--- src/rtl/lcd_frame_writer_if.sv ---
// lcd_frame_writer bus: PPU pixel stream in, frame-buffer
// write port and status strobes out.
interface lcd_frame_writer_if;
    logic [1:0]  pixel_in;
    logic        pixel_valid_in;
    logic        hblank_in;
    logic        vblank_in;
    logic        wr_en_out;
    logic [15:0] wr_addr_out;
    logic [1:0]  wr_data_out;
    logic        front_bank_out;
    logic        frame_done_out;
    logic        line_err_out;
    logic        frame_err_out;
    logic        overflow_out;

    modport master (
        output pixel_in,
        output pixel_valid_in,
        output hblank_in,
        output vblank_in,
        input  wr_en_out,
        input  wr_addr_out,
        input  wr_data_out,
        input  front_bank_out,
        input  frame_done_out,
        input  line_err_out,
        input  frame_err_out,
        input  overflow_out
    );

    modport slave (
        input  pixel_in,
        input  pixel_valid_in,
        input  hblank_in,
        input  vblank_in,
        output wr_en_out,
        output wr_addr_out,
        output wr_data_out,
        output front_bank_out,
        output frame_done_out,
        output line_err_out,
        output frame_err_out,
        output overflow_out
    );
endinterface

--- src/rtl/lcd_frame_writer.sv ---
// lcd_frame_writer: raster tracker that writes PPU shades into a
// double-buffered frame buffer and swaps banks at every VBlank.
module lcd_frame_writer #(
    parameter int H_PIXELS = 160,
    parameter int V_LINES  = 144
) (
    input  logic              clk_in,
    input  logic              rst_n_in,
    lcd_frame_writer_if.slave bus
);

    localparam logic [7:0]  LP_H   = 8'(H_PIXELS);
    localparam logic [7:0]  LP_V   = 8'(V_LINES);
    localparam logic [14:0] LP_HW  = 15'(H_PIXELS);

    typedef enum logic [1:0] {
        SYNC,
        ACTIVE,
        HBLANK,
        VBLANK
    } state_t;

    state_t      r_state;
    state_t      w_state_nxt;

    logic        r_hb;
    logic        r_hb_prev;
    logic        r_vb;
    logic        r_vb_prev;

    logic [7:0]  r_x;
    logic [7:0]  r_y;
    logic [14:0] r_base;
    logic [7:0]  w_x_nxt;
    logic [7:0]  w_y_nxt;
    logic [14:0] w_base_nxt;
    logic [7:0]  w_y_inc;

    logic        r_wr_en;
    logic [15:0] r_wr_addr;
    logic [1:0]  r_wr_data;
    logic        r_front;
    logic        r_done;
    logic        r_line_err;
    logic        r_frame_err;
    logic        r_ovf;

    logic        w_wr_en;
    logic [15:0] w_wr_addr;
    logic        w_front_nxt;
    logic        w_done;
    logic        w_line_err;
    logic        w_frame_err;
    logic        w_ovf_nxt;

    logic        w_hb_rise;
    logic        w_hb_fall;
    logic        w_vb_rise;
    logic        w_vb_fall;
    logic        w_in_range;

    assign w_hb_rise  = r_hb & ~r_hb_prev;
    assign w_hb_fall  = ~r_hb & r_hb_prev;
    assign w_vb_rise  = r_vb & ~r_vb_prev;
    assign w_vb_fall  = ~r_vb & r_vb_prev;
    assign w_in_range = (r_x < LP_H) && (r_y < LP_V);
    assign w_y_inc    = (r_y == 8'hFF) ? r_y : r_y + 8'd1;
    assign w_wr_addr  = {~r_front, r_base + {7'd0, r_x}};

    // Blank levels captured, then delayed once more for edge detection;
    // prev starts high so a level already high at release is no edge.
    always_ff @(posedge clk_in or negedge rst_n_in) begin
        if (!rst_n_in) begin
            r_hb      <= 1'b1;
            r_hb_prev <= 1'b1;
            r_vb      <= 1'b1;
            r_vb_prev <= 1'b1;
        end else begin
            r_hb      <= bus.hblank_in;
            r_hb_prev <= r_hb;
            r_vb      <= bus.vblank_in;
            r_vb_prev <= r_vb;
        end
    end

    // Raster state, position counters and registered outputs.
    always_ff @(posedge clk_in or negedge rst_n_in) begin
        if (!rst_n_in) begin
            r_state     <= SYNC;
            r_x         <= 8'd0;
            r_y         <= 8'd0;
            r_base      <= 15'd0;
            r_wr_en     <= 1'b0;
            r_wr_addr   <= 16'd0;
            r_wr_data   <= 2'd0;
            r_front     <= 1'b0;
            r_done      <= 1'b0;
            r_line_err  <= 1'b0;
            r_frame_err <= 1'b0;
            r_ovf       <= 1'b0;
        end else begin
            r_state     <= w_state_nxt;
            r_x         <= w_x_nxt;
            r_y         <= w_y_nxt;
            r_base      <= w_base_nxt;
            r_wr_en     <= w_wr_en;
            if (w_wr_en) begin
                r_wr_addr <= w_wr_addr;
                r_wr_data <= bus.pixel_in;
            end
            r_front     <= w_front_nxt;
            r_done      <= w_done;
            r_line_err  <= w_line_err;
            r_frame_err <= w_frame_err;
            r_ovf       <= w_ovf_nxt;
        end
    end

    // Next-state: accept the coincident pixel before closing the line,
    // and close the line before judging the frame.
    always_comb begin
        w_state_nxt = r_state;
        w_x_nxt     = r_x;
        w_y_nxt     = r_y;
        w_base_nxt  = r_base;
        w_wr_en     = 1'b0;
        w_front_nxt = r_front;
        w_done      = 1'b0;
        w_line_err  = 1'b0;
        w_frame_err = 1'b0;
        w_ovf_nxt   = r_ovf;
        unique case (r_state)
            SYNC: begin
                if (w_vb_fall) begin
                    w_state_nxt = ACTIVE;
                    w_x_nxt     = 8'd0;
                    w_y_nxt     = 8'd0;
                    w_base_nxt  = 15'd0;
                end
            end
            ACTIVE: begin
                if (bus.pixel_valid_in) begin
                    if (w_in_range) begin
                        w_wr_en = 1'b1;
                        w_x_nxt = r_x + 8'd1;
                    end else begin
                        w_ovf_nxt = 1'b1;
                    end
                end
                if (w_hb_rise) begin
                    w_line_err  = (w_x_nxt != LP_H);
                    w_y_nxt     = w_y_inc;
                    w_base_nxt  = r_base + LP_HW;
                    w_state_nxt = HBLANK;
                end
                if (w_vb_rise) begin
                    w_frame_err = (w_y_nxt != LP_V);
                    w_front_nxt = ~r_front;
                    w_done      = 1'b1;
                    w_state_nxt = VBLANK;
                end
            end
            HBLANK: begin
                if (bus.pixel_valid_in) begin
                    w_ovf_nxt = 1'b1;
                end
                if (w_hb_fall) begin
                    w_x_nxt     = 8'd0;
                    w_state_nxt = ACTIVE;
                end
                if (w_vb_rise) begin
                    w_frame_err = (r_y != LP_V);
                    w_front_nxt = ~r_front;
                    w_done      = 1'b1;
                    w_state_nxt = VBLANK;
                end
            end
            VBLANK: begin
                if (w_vb_fall) begin
                    w_state_nxt = ACTIVE;
                    w_x_nxt     = 8'd0;
                    w_y_nxt     = 8'd0;
                    w_base_nxt  = 15'd0;
                end
            end
        endcase
    end

    assign bus.wr_en_out      = r_wr_en;
    assign bus.wr_addr_out    = r_wr_addr;
    assign bus.wr_data_out    = r_wr_data;
    assign bus.front_bank_out = r_front;
    assign bus.frame_done_out = r_done;
    assign bus.line_err_out   = r_line_err;
    assign bus.frame_err_out  = r_frame_err;
    assign bus.overflow_out   = r_ovf;

endmodule

--- src/flat_wrapper.sv ---
// flat-port wrapper written by rule: the top's interface ports become plain ports
module lcd_frame_writer_flat 
#(
    parameter int H_PIXELS = 160,
    parameter int V_LINES  = 144
)
  (clk_in, rst_n_in, bus_pixel_in, bus_pixel_valid_in, bus_hblank_in, bus_vblank_in, bus_wr_en_out, bus_wr_addr_out, bus_wr_data_out, bus_front_bank_out, bus_frame_done_out, bus_line_err_out, bus_frame_err_out, bus_overflow_out);
  lcd_frame_writer_if bus_i ();
  input  logic clk_in;
  input  logic rst_n_in;
  input wire logic [$bits(bus_i.pixel_in)-1:0] bus_pixel_in;
  input wire logic [$bits(bus_i.pixel_valid_in)-1:0] bus_pixel_valid_in;
  input wire logic [$bits(bus_i.hblank_in)-1:0] bus_hblank_in;
  input wire logic [$bits(bus_i.vblank_in)-1:0] bus_vblank_in;
  output wire logic [$bits(bus_i.wr_en_out)-1:0] bus_wr_en_out;
  output wire logic [$bits(bus_i.wr_addr_out)-1:0] bus_wr_addr_out;
  output wire logic [$bits(bus_i.wr_data_out)-1:0] bus_wr_data_out;
  output wire logic [$bits(bus_i.front_bank_out)-1:0] bus_front_bank_out;
  output wire logic [$bits(bus_i.frame_done_out)-1:0] bus_frame_done_out;
  output wire logic [$bits(bus_i.line_err_out)-1:0] bus_line_err_out;
  output wire logic [$bits(bus_i.frame_err_out)-1:0] bus_frame_err_out;
  output wire logic [$bits(bus_i.overflow_out)-1:0] bus_overflow_out;
  assign bus_i.pixel_in = bus_pixel_in;
  assign bus_i.pixel_valid_in = bus_pixel_valid_in;
  assign bus_i.hblank_in = bus_hblank_in;
  assign bus_i.vblank_in = bus_vblank_in;
  assign bus_wr_en_out = bus_i.wr_en_out;
  assign bus_wr_addr_out = bus_i.wr_addr_out;
  assign bus_wr_data_out = bus_i.wr_data_out;
  assign bus_front_bank_out = bus_i.front_bank_out;
  assign bus_frame_done_out = bus_i.frame_done_out;
  assign bus_line_err_out = bus_i.line_err_out;
  assign bus_frame_err_out = bus_i.frame_err_out;
  assign bus_overflow_out = bus_i.overflow_out;
  lcd_frame_writer #(.H_PIXELS(H_PIXELS), .V_LINES(V_LINES)) u_core (.clk_in(clk_in), .rst_n_in(rst_n_in), .bus(bus_i));
endmodule
--- config.mk ---
export PLATFORM = sky130hd
export DESIGN_NAME = lcd_frame_writer_flat
export DESIGN_NICKNAME = d
export VERILOG_FILES = /design/src/rtl/lcd_frame_writer_if.sv /design/src/rtl/lcd_frame_writer.sv /design/src/flat_wrapper.sv
export SDC_FILE = /design/constraint.sdc
export NUM_CORES = 1
export LEC_CHECK = 0
export ABC_AREA = 1
export CELL_PAD_IN_SITES_DETAIL_PLACEMENT = 0
export CELL_PAD_IN_SITES_GLOBAL_PLACEMENT = 2
export CORE_MARGIN = 1
export CORE_UTILIZATION = 34
export DETAILED_ROUTE_END_ITERATION = 10
export MAX_ROUTING_LAYER = met4
export PLACE_DENSITY = 0.82
export SETUP_SLACK_MARGIN = 0.2
export SKIP_CTS_REPAIR_TIMING = 1
export SLEW_MARGIN = 20
export SYNTH_ARGS = -nofsm -noshare
export SYNTH_HDL_FRONTEND = slang
export SYNTH_SLANG_ARGS = --single-unit
--- constraint.sdc ---
create_clock -name clk_in -period 2.05 [get_ports clk_in]
set_clock_uncertainty 0.05 [all_clocks]
set_input_delay 0.3075 -clock clk_in [delete_from_list [all_inputs] [get_ports clk_in]]
set_output_delay 0.3075 -clock clk_in [all_outputs]
set_load 0.01 [all_outputs]
==> results_dict.tcl <==
set metrics [dict create \
    pin_count 31 \
    nets 442 \
    pre_cts_ws_ps 105 \
    clkSinkCount 56 \
    post-route-period-util 0.854 \
    timing.fmax_ghz 0.571 \
    synthTopCellsByArea "dfrtp_1, nand2_1, inv_1" \
    ant_nets 0 \
    start_kind "register" \
    vias_per_cell 4.74 \
    synth_area_per_cell_um2 8.23 \
    coreArea_mm2 0.00876 \
    synth_fa_ha_area_frac 0.0484 \
    cts.reportedPaths.clkPinSlew_ps 100 \
    ys.flop_type "dfrtp_1" \
    cp_cell_sequence "inv_1 -> ha_1 -> inv_2 -> a21oi_4 -> inv_2 -> nand2_2 -> inv_4 -> o21ai_0 -> o21ai_1 -> nor2_1 -> a31oi_1" \
    wl_met1_mm 3.59 \
    ys_ff_latch 56 \
    yosys_warnings 0 \
    placedCellCount 520 \
    synthTopCellsByCount "nand2_1, dfrtp_1, inv_1" \
    rsz0062_at_grt "true" \
    grt_max_degree 31 \
    hold_violations 0 \
    synthXorXnorAreaFrac 0.0339 \
    clock_latency_ps 300 \
    wl_mm 6.98 \
    min_period_ps 1750 \
    crit_path_end_kind "register" \
    gp_congestion 0.836 \
    highest_layer "met4" \
    leakage_nw 1.72 \
    cp_max_fo 4 \
    drv_cap 0 \
    initial_core_util 0.354 \
    fin_tns_setup_ps 0 \
    port_buffers 30 \
    grt_pass1_vias 2439 \
    synth_area_mm2 0.00310 \
    dpl_cell_area_mm2 0.00358 \
    syn_nets 396 \
    synth.area.mux_share 0.00323 \
    synth_edf_count 0 \
    cp.arrival_ps 1930 \
    h-tree-depth 2 \
    root_buffer "clkbuf_8" \
    clk_path_buf_depth 2 \
    peakVddDrop_mv 0.470 \
    synth_top_area_cell "dfrtp_1" \
    status "finished, final reports clean" \
    dieWidth_um 97.5 \
    grt_pass1_wl_mm 12.2 \
    cts_tree "done" \
    grtUsageTotal 0.162 \
    cpPeakStageDelay_ps 370 \
    grt_overflow 0 \
    diodes 0 \
    dp_hpwl_mm 5.24 \
    critPathTopFamily "compound AO/OA/AOI/OAI gates" \
    final_layout_size_suffix_gt1_frac 0.158 \
    fin_util 0.431 \
    drt-initial-drc-count 109 \
    via_count 2521 \
    crit_top_cell "inv_2" \
    hold_path_class "reg -> reg" \
    synthCells 377 \
    ff2ff_path_depth 11 \
    num_rows 34 \
    area_delta_synth_final_pct 21.9 \
    met2_length_mm 3.07 \
    synth_top_family_by_area "simple AND/OR/NAND/NOR gates" \
    hold_slack_ps 322 \
    die_area_mm2 0.00951 \
    layout_setup_ws_ps 299 \
    critical_path_class "reg -> reg" \
    fillers 900 \
    synth_compound_area_frac 0.127 \
    crit_cells 11 \
    die_h_um 97.5 \
    p_per_area_mw_per_mm2 1130 \
    p_total_mw 4.28 \
    async_flop_share 1.00 \
    synth_cell_type_count 36 \
    synth_top_area_share 0.420 \
    fin_area_mm2 0.00378 \
    crit_path_top_delay_cell "dfrtp_1" \
    yosys.area_share.simple 0.260 \
    hold-path-cell-count 0 \
    antenna_found_initial 0 \
    slew_violations 0 \
    routed-wl-met3_um 247 \
    firstDrtPassIters 4 \
    drc 0 \
    routedWlPerCell_um 13.1 \
    crit_required_ps 2230 \
    cts_made_buffers 5 \
    synth_most_common_cell "nand2_1" \
    fin_cells 532 \
    ys_seq_area_frac 0.453 \
    crit_buf_inv 4 \
    setup_viol 0 \
]
==> layout make-up <==
| cell class | count | area (um^2) | area share |
|---|---|---|---|
| clock buffers | 8 | 90.1 | 0.0238 |
| well taps | 108 | 135 | 0.0357 |
| flip-flops and latches | 56 | 1410 | 0.373 |
| inverters | 47 | 184 | 0.0487 |
| repair buffers | 45 | 423 | 0.112 |
| multi-input cells | 268 | 1540 | 0.407 |
==> placed cells by master, fill, tap and decap left out, types with 3 or more instances in the layout <==
cell / n
inv_1: 40
buf_4: 13
nand3_1: 22
ha_1: 11
o21ai_2: 6
nor2_1: 24
xor2_1: 9
dfrtp_2: 3
o21ai_1: 8
nand2_1: 93
clkbuf_8: 6
nand2_2: 4
clkdlybuf4s50_1: 29
nor2_2: 6
nor3_1: 6
dfrtp_1: 49
nand4_1: 12
dfstp_2: 4
nand2_4: 3
a21oi_1: 16
inv_2: 5
o21ai_0: 20
o22ai_1: 6
==> cells by family after synthesis <==
group | after synthesis
multiplexers | 1
XOR/XNOR | 12
AND/OR/NAND/NOR | 177
adder cells (fa/ha/maj) | 12
flip-flops | 56
other | 1
buffers and inverters | 53
AO/OA/AOI/OAI | 65
==> final timing paths <==
check | end | from | slack (ps)
setup / recovery | u_core.r_state[0] | u_core.r_state[0] | 300
hold / removal | u_core.r_vb_prev | u_core.r_vb | 320
setup reg to reg | u_core.r_state[0] | u_core.r_state[0] | 300
hold reg to reg | u_core.r_vb_prev | u_core.r_vb | 320
max in group asynchronous | u_core.r_hb | rst_n_in | 930
min in group asynchronous | u_core.bus.wr_addr_out[13] | rst_n_in | 430
==> report_power, final <==
group          internal (mW)  leakage (nW)  switching, mW
Clock                  0.277        0.0455          0.353
Combinational          0.859         0.952           1.22
Sequential              1.36         0.724          0.208
==> sequential cells by signal, indices dropped and copies added, names as in the netlist <==
signal                     flops
u_core.bus.frame_done_out      1
u_core.bus.frame_err_out       1
u_core.bus.front_bank_out      1
u_core.bus.line_err_out        1
u_core.bus.overflow_out        1
u_core.bus.wr_addr_out        16
u_core.bus.wr_data_out         2
u_core.bus.wr_en_out           1
u_core.r_base                 10
u_core.r_hb                    1
u_core.r_hb_prev               1
u_core.r_state                 2
u_core.r_vb                    1
u_core.r_vb_prev               1
u_core.r_x                     8
u_core.r_y                     8
==> layer usage <==
layer | global-route usage | up-vias
li1 | - | 1322
met1 | 0.229 | 1139
met2 | 0.242 | 54
met3 | 0.0281 | 6
met4 | 0.0407 | 0
met5 | - | -
(Power assumes the default switching activity.)
